File: src/rtl/convolver_control.sv
// Sequencing controller for the 3x3 convolver datapath: loads nine kernel
// weights, streams 3-pixel columns into the window and flags full-window results.
module convolver_control #(
  parameter int IMG_W = 8,
  parameter int IMG_H = 8,
  parameter int CNT_W = 8
) (
  input  logic             clk,
  input  logic             reset,
  input  logic             start,
  input  logic             weight_valid,
  output logic             weight_ready,
  output logic             weight_write,
  output logic [3:0]       weight_addr,
  input  logic             pixel_valid,
  output logic             pixel_ready,
  output logic             three_shift,
  output logic             window_valid,
  output logic [CNT_W-1:0] row,
  output logic [CNT_W-1:0] col,
  output logic             busy,
  output logic             done
);

  typedef enum logic [2:0] {
    ST_IDLE   = 3'd0,
    ST_LOAD_W = 3'd1,
    ST_STREAM = 3'd2,
    ST_DRAIN  = 3'd3,
    ST_DONE   = 3'd4
  } state_t;

  state_t state_q, state_d;

  logic             w_acc;
  logic             p_acc;
  logic             last_col;
  logic             last_row;
  logic [3:0]       wcnt_q, wcnt_d;
  logic [CNT_W-1:0] ncol_q, ncol_d;
  logic [CNT_W-1:0] nrow_q, nrow_d;
  logic             weight_write_q, weight_write_d;
  logic [3:0]       weight_addr_q, weight_addr_d;
  logic             three_shift_q, three_shift_d;
  logic             window_valid_q, window_valid_d;
  logic [CNT_W-1:0] row_q, row_d;
  logic [CNT_W-1:0] col_q, col_d;
  logic             done_q, done_d;

  assign w_acc    = weight_valid & weight_ready;
  assign p_acc    = pixel_valid & pixel_ready;
  assign last_col = (ncol_q == CNT_W'(IMG_W - 1));
  assign last_row = (nrow_q == CNT_W'(IMG_H - 3));

  // State register
  always_ff @(posedge clk or negedge reset) begin
    if (!reset) begin
      state_q <= ST_IDLE;
    end else begin
      state_q <= state_d;
    end
  end

  // Next-state logic
  always_comb begin
    state_d = state_q;
    case (state_q)
      ST_IDLE: begin
        if (start) state_d = ST_LOAD_W;
        else       state_d = ST_IDLE;
      end
      ST_LOAD_W: begin
        if (w_acc && (wcnt_q == 4'd8)) state_d = ST_STREAM;
        else                           state_d = ST_LOAD_W;
      end
      ST_STREAM: begin
        if (p_acc && last_col && last_row) state_d = ST_DRAIN;
        else                               state_d = ST_STREAM;
      end
      ST_DRAIN: state_d = ST_DONE;
      ST_DONE:  state_d = ST_IDLE;
      default:  state_d = ST_IDLE;
    endcase
  end

  // Handshake and status decode; depends on state only, never on inputs
  always_comb begin
    weight_ready = 1'b0;
    pixel_ready  = 1'b0;
    busy         = 1'b1;
    case (state_q)
      ST_IDLE:   busy         = 1'b0;
      ST_LOAD_W: weight_ready = 1'b1;
      ST_STREAM: pixel_ready  = 1'b1;
      ST_DRAIN:  busy         = 1'b1;
      ST_DONE:   busy         = 1'b1;
      default:   busy         = 1'b0;
    endcase
  end

  // Counters and strobe next values; window_valid trails three_shift by one cycle
  always_comb begin
    wcnt_d         = wcnt_q;
    ncol_d         = ncol_q;
    nrow_d         = nrow_q;
    weight_addr_d  = weight_addr_q;
    row_d          = row_q;
    col_d          = col_q;
    weight_write_d = 1'b0;
    three_shift_d  = 1'b0;
    window_valid_d = three_shift_q && (col_q >= CNT_W'(2));
    done_d         = (state_q == ST_DRAIN);
    if ((state_q == ST_IDLE) && start) begin
      wcnt_d        = 4'd0;
      ncol_d        = {CNT_W{1'b0}};
      nrow_d        = {CNT_W{1'b0}};
      weight_addr_d = 4'd0;
      row_d         = {CNT_W{1'b0}};
      col_d         = {CNT_W{1'b0}};
    end else if (w_acc) begin
      weight_write_d = 1'b1;
      weight_addr_d  = wcnt_q;
      wcnt_d         = wcnt_q + 4'd1;
    end else if (p_acc) begin
      three_shift_d = 1'b1;
      row_d         = nrow_q;
      col_d         = ncol_q;
      if (last_col) begin
        ncol_d = {CNT_W{1'b0}};
        nrow_d = nrow_q + CNT_W'(1);
      end else begin
        ncol_d = ncol_q + CNT_W'(1);
      end
    end else begin
      wcnt_d = wcnt_q;
    end
  end

  // Datapath-control registers
  always_ff @(posedge clk or negedge reset) begin
    if (!reset) begin
      wcnt_q         <= 4'd0;
      ncol_q         <= {CNT_W{1'b0}};
      nrow_q         <= {CNT_W{1'b0}};
      weight_write_q <= 1'b0;
      weight_addr_q  <= 4'd0;
      three_shift_q  <= 1'b0;
      window_valid_q <= 1'b0;
      row_q          <= {CNT_W{1'b0}};
      col_q          <= {CNT_W{1'b0}};
      done_q         <= 1'b0;
    end else begin
      wcnt_q         <= wcnt_d;
      ncol_q         <= ncol_d;
      nrow_q         <= nrow_d;
      weight_write_q <= weight_write_d;
      weight_addr_q  <= weight_addr_d;
      three_shift_q  <= three_shift_d;
      window_valid_q <= window_valid_d;
      row_q          <= row_d;
      col_q          <= col_d;
      done_q         <= done_d;
    end
  end

  assign weight_write = weight_write_q;
  assign weight_addr  = weight_addr_q;
  assign three_shift  = three_shift_q;
  assign window_valid = window_valid_q;
  assign row          = row_q;
  assign col          = col_q;
  assign done         = done_q;

endmodule

File: config.mk
export PLATFORM = sky130hd
export DESIGN_NAME = convolver_control
export DESIGN_NICKNAME = d
export VERILOG_FILES = /design/src/rtl/convolver_control.sv
export SDC_FILE = /design/constraint.sdc
export NUM_CORES = 1
export LEC_CHECK = 0
export CAP_MARGIN = 20
export CORE_MARGIN = 2
export CORE_UTILIZATION = 56
export CTS_BUF_LIST = sky130_fd_sc_hd__clkbuf_4 sky130_fd_sc_hd__clkbuf_8
export DETAILED_ROUTE_END_ITERATION = 8
export PLACE_DENSITY = 0.82
export SETUP_SLACK_MARGIN = 0.15
export SLEW_MARGIN = 40
export SYNTH_ARGS = -nofsm -noshare
export SYNTH_HDL_FRONTEND = slang
export SYNTH_SLANG_ARGS = --single-unit
File: constraint.sdc
create_clock -name clk -period 2.1 [get_ports clk]
set_clock_uncertainty 0.1 [all_clocks]
set_input_delay 0.63 -clock clk [delete_from_list [all_inputs] [get_ports clk]]
set_output_delay 0.63 -clock clk [all_outputs]
set_load 0.01 [all_outputs]
# After elaboration in Yosys (flattened, before gate mapping)
# Cells that the tools add are included.
# word_totals
reg_bits	47
in_bits	5
output_inout_bits	27
word_cells	67
# op_classes
addsub	3
magnitude_cmp	1
n_eq_ne	8
n_mux	30
bitwise_logic	2
reduce_logical	12
# op_table
op	count
$mux 8	14
$add 8x1->8 const B	2
$eq 8x3->1 const B	2
$mux 4	4
$pmux 3 s4	1
$mux 1	10
$ge 8x2->1 const B	1
$eq 3x2->1 const B	2
$reduce_bool 2->1	3
$logic_and 1x1->1	5
$add 4x1->4 const B	1
$eq 4x4->1 const B	1
$reduce_or 4->1	1
$eq 3x1->1 const B	1
$eq 3x3->1 const B	1
$logic_not 3->1	1
$reduce_and 3->1	1
$and 1x1->1	2
$mux 2	1
$ne 2x1->1 const B	1
$reduce_and 2->1	1

# Longest topological paths before layout
# logic_depth
word_depth	7
depth_mapped	8

# Least setup slack after synthesis
# No wires, ideal clock.
# synth_path
path_kind	register -> register
startpoint	reg done (netlist name)
endpoint	reg nrow_q[5]
setup_ns	0.078
arrival_time_ns	1.651
slack_ns	0.271
path_stages_with_launch	8
path_buffers	2
synth_period_minus_slack_ns	1.829
path_cell_list	dfrtp_1 -> buf_6 -> nand4bb_1 -> buf_2 -> clkinv_4 -> nand4_1 -> or4_1 -> a21oi_1
# synth_rtl
element	line_no	text
end signal: assignment	144	nrow_q <= {CNT_W{1'b0}};
end signal: assignment	155	nrow_q <= nrow_d;
end: declaration	41	logic [CNT_W-1:0] nrow_q, nrow_d;

==> metrics.txt <==
run status completed; Mapped Avg Cell Area 10.2 sq um; htree depth 2; crit path DAT 1.27 ns; # hold bufs at CTS 0; EDFF count, synth 0; post-synthesis xor/xnor area fraction 3.26%; starting density of the core 58.3%; die area 4350 sq um; layout cell share with drive strength beyond 1 26.2%; Finished Core Util 82.0%; Worst Path Required 1.37 ns; Vias/cell 6.09; Antenna diodes 0; async set-reset flop share out of synthesis 100%; first-pass GRT wire length 9000 um; clk buf depth 2; crit-path cells nor3b_4 -> clkdlybuf4s15_2; Synth cell types 42; post-synthesis mux area share 1.05%; P&R area growth vs syn 40.7%; CP endpoint kind primary output; Setup crit start kind register; hpwl dp 3280 um; worst path buffer plus inverter count 1; crit share post-route 95.4%; Final Hold Violating Endpoints 0; synth warn 0; sequential share of power 43.3%; vias in the first global route 1816; Cells after DPL 300; Die Wd 66.0 um; Clock Latency Late Sink 0.31 ns; Std-Cell Rows 22; Clock Sinks 46; P_leak 1.53 nW; CTS root buffer clkbuf_8; RSZ-0062 raised after global routing yes; Synth Flop Type dfrtp_1; VDD IR-drop max 608 uV; DRC 0; post-layout minimum cycle time 2.00 ns; peak fanout along the critical path 6; sw frac 27.1%; nets 284; Compound-Gate Fraction of Synth Area 13.0%; Gate power share 23.9%; FF+latch count, synth 46; cell-internal power 1.79 mW; TNS Setup 0 ns; switching pwr 666 uW; I/O Buffers 31; top-area cell type share of the netlist area 53.6%; post-synth top area cell dfrtp_1; path type of the worst min-delay path in -> async; largest net degree at the start of global routing 31; Clock Power Share 32.7%; # Max-Cap Violations 0; f_max 499 MHz; Fillers 202; core area 3690 sq um; Pwr Density 811 nW/um^2; CTS tree built; die height 66.0 um; ANT nets after route 0; synthesized area 2150 sq um; post-synthesis sequential area ratio 53.6%; initial antenna violation count 0; Post-Synth Simple-Gate Area 22.3%; Slowest-stage cell, CP dfrtp_2; GRT Util Overall 27.9%; Final setup viols 0; gr ovfl total 0; Mapped Cells 210; via total after detailed routing 1966; WL per Instance 18.2 um; worst-margin pin slew 0.436 ns; Num CTS Buffers 5; # IOs 32; CTS clk-pin slew, worst paths 0.08 ns; CP max stage delay 0.48 ns; top cells by area, synth dfrtp_1, nand2_1, o21ai_0; drt pass-1 iters 4; final wirelength 5880 um; RePlAce Congestion 0.913; final slew viol count 0; largest family of logic cells by synthesized area simple AND/OR/NAND/NOR gates; Post-Layout Cell Count 323; CP top delay family flip-flops; adder-cell share of the synthesized area 2.91%; Slew headroom 70.8%; type of the worst setup path reg -> out; Detailed Route Iter0 Violations 177; syn_nets 220
## through the flow
stage / worst slack, ns / cell area [sq um] / total power [mW] / hold WS (ns)
2_1_floorplan: 0.271 / 2150 / 1.31 / 0.234
3_3_place_gp: -0.238 / 2640 / 1.57 / 0.384
3_5_place_dp: -0.308 / 2640 / 1.60 / 0.386
4_1_cts: 0.0905 / 2890 / 2.42 / 0.162
5_1_grt: 0.0593 / 3020 / 2.56 / 0.159
6_report: 0.0965 / 3020 / 2.45 / 0.149
## area by class of cell
| class | instances | area [sq um] | share of cell area, % |
|---|---|---|---|
| timing repair buffer | 67 | 612 | 20.2 |
| multi-input combinational | 146 | 1020 | 33.7 |
| tap | 48 | 60.1 | 1.99 |
| inverter | 8 | 35.0 | 1.16 |
| clock inverter | 2 | 60.1 | 1.99 |
| sequential | 46 | 1160 | 38.2 |
| clock buffer | 6 | 82.6 | 2.73 |
## cells by family after synthesis
family | Yosys count
xor+xnor | 8
compound gates | 45
mux | 2
simple gates | 86
flops | 46
buf+inv | 18
fa+ha+maj | 5
## power groups by stage
stage	combinational, mW	clock [mW]	sequential (mW)
finish	0.587	0.802	1.06
CTS	0.562	0.807	1.06
floorplan	0.242	0	1.07
global route	0.637	0.853	1.07
detailed placement	0.524	0	1.07
global placement	0.511	0	1.06
## layout by cell type, fill, tap and decap left out, drive strengths merged, types with 8 or more instances in the layout
cell type / count
a21oi: 9
buf: 38
clkdlybuf4s50: 9
dfrtp: 46
dlygate4sd2: 9
dlymetal6s2s: 9
nand2: 38
nand3: 8
nor2: 10
o21ai: 19
## cell usage after synthesis, types with 5 or more instances
cell and instances:
or4_1 5, nand3_1 7, dfrtp_1 46, inv_1 7, nand4_1 5, ha_1 5, a21oi_1 9, nand2_1 38
a22o_1 7, o21ai_0 19, nor2_1 10
## worst paths after layout
path,endpoint,start,slack [ns],depth (start not counted)
max,pixel_ready,done,0.1,2
min,col[2],reset,0.15,1
max reg2reg,nrow_q[7],done,0.16,6
min reg2reg,weight_addr[3],weight_addr[3],0.41,1
max in group asynchronous,done,reset,1.26,2
min in group clk,weight_addr[3],weight_addr[3],0.41,1
## flip-flops by register name (all words and copies together) (netlist names)
register	flops
col	8
ncol_q	8
nrow_q	8
row	8
wcnt_q	4
weight_addr	4
state_q	2
done	1
three_shift	1
weight_write	1
window_valid	1
## per-layer routing
metal | up-vias | global-route usage [%] | share of wire [%]
met5 | - | 0 | 0
met1 | 981 | 36.2 | 41
met3 | 17 | 6.81 | 6.7
met2 | 95 | 45.7 | 50
li1 | 873 | - | -
met4 | 0 | 9.95 | 2.6
## repair_timing
action	CTS	global route
buffers inserted	8	6
resized for setup	28	25
gates cloned	1	0
setup endpoints to repair	19	25
hold endpoints to repair	0	0
pin swaps	3	5
No activity file was read; power rests on OpenSTA's default activity.
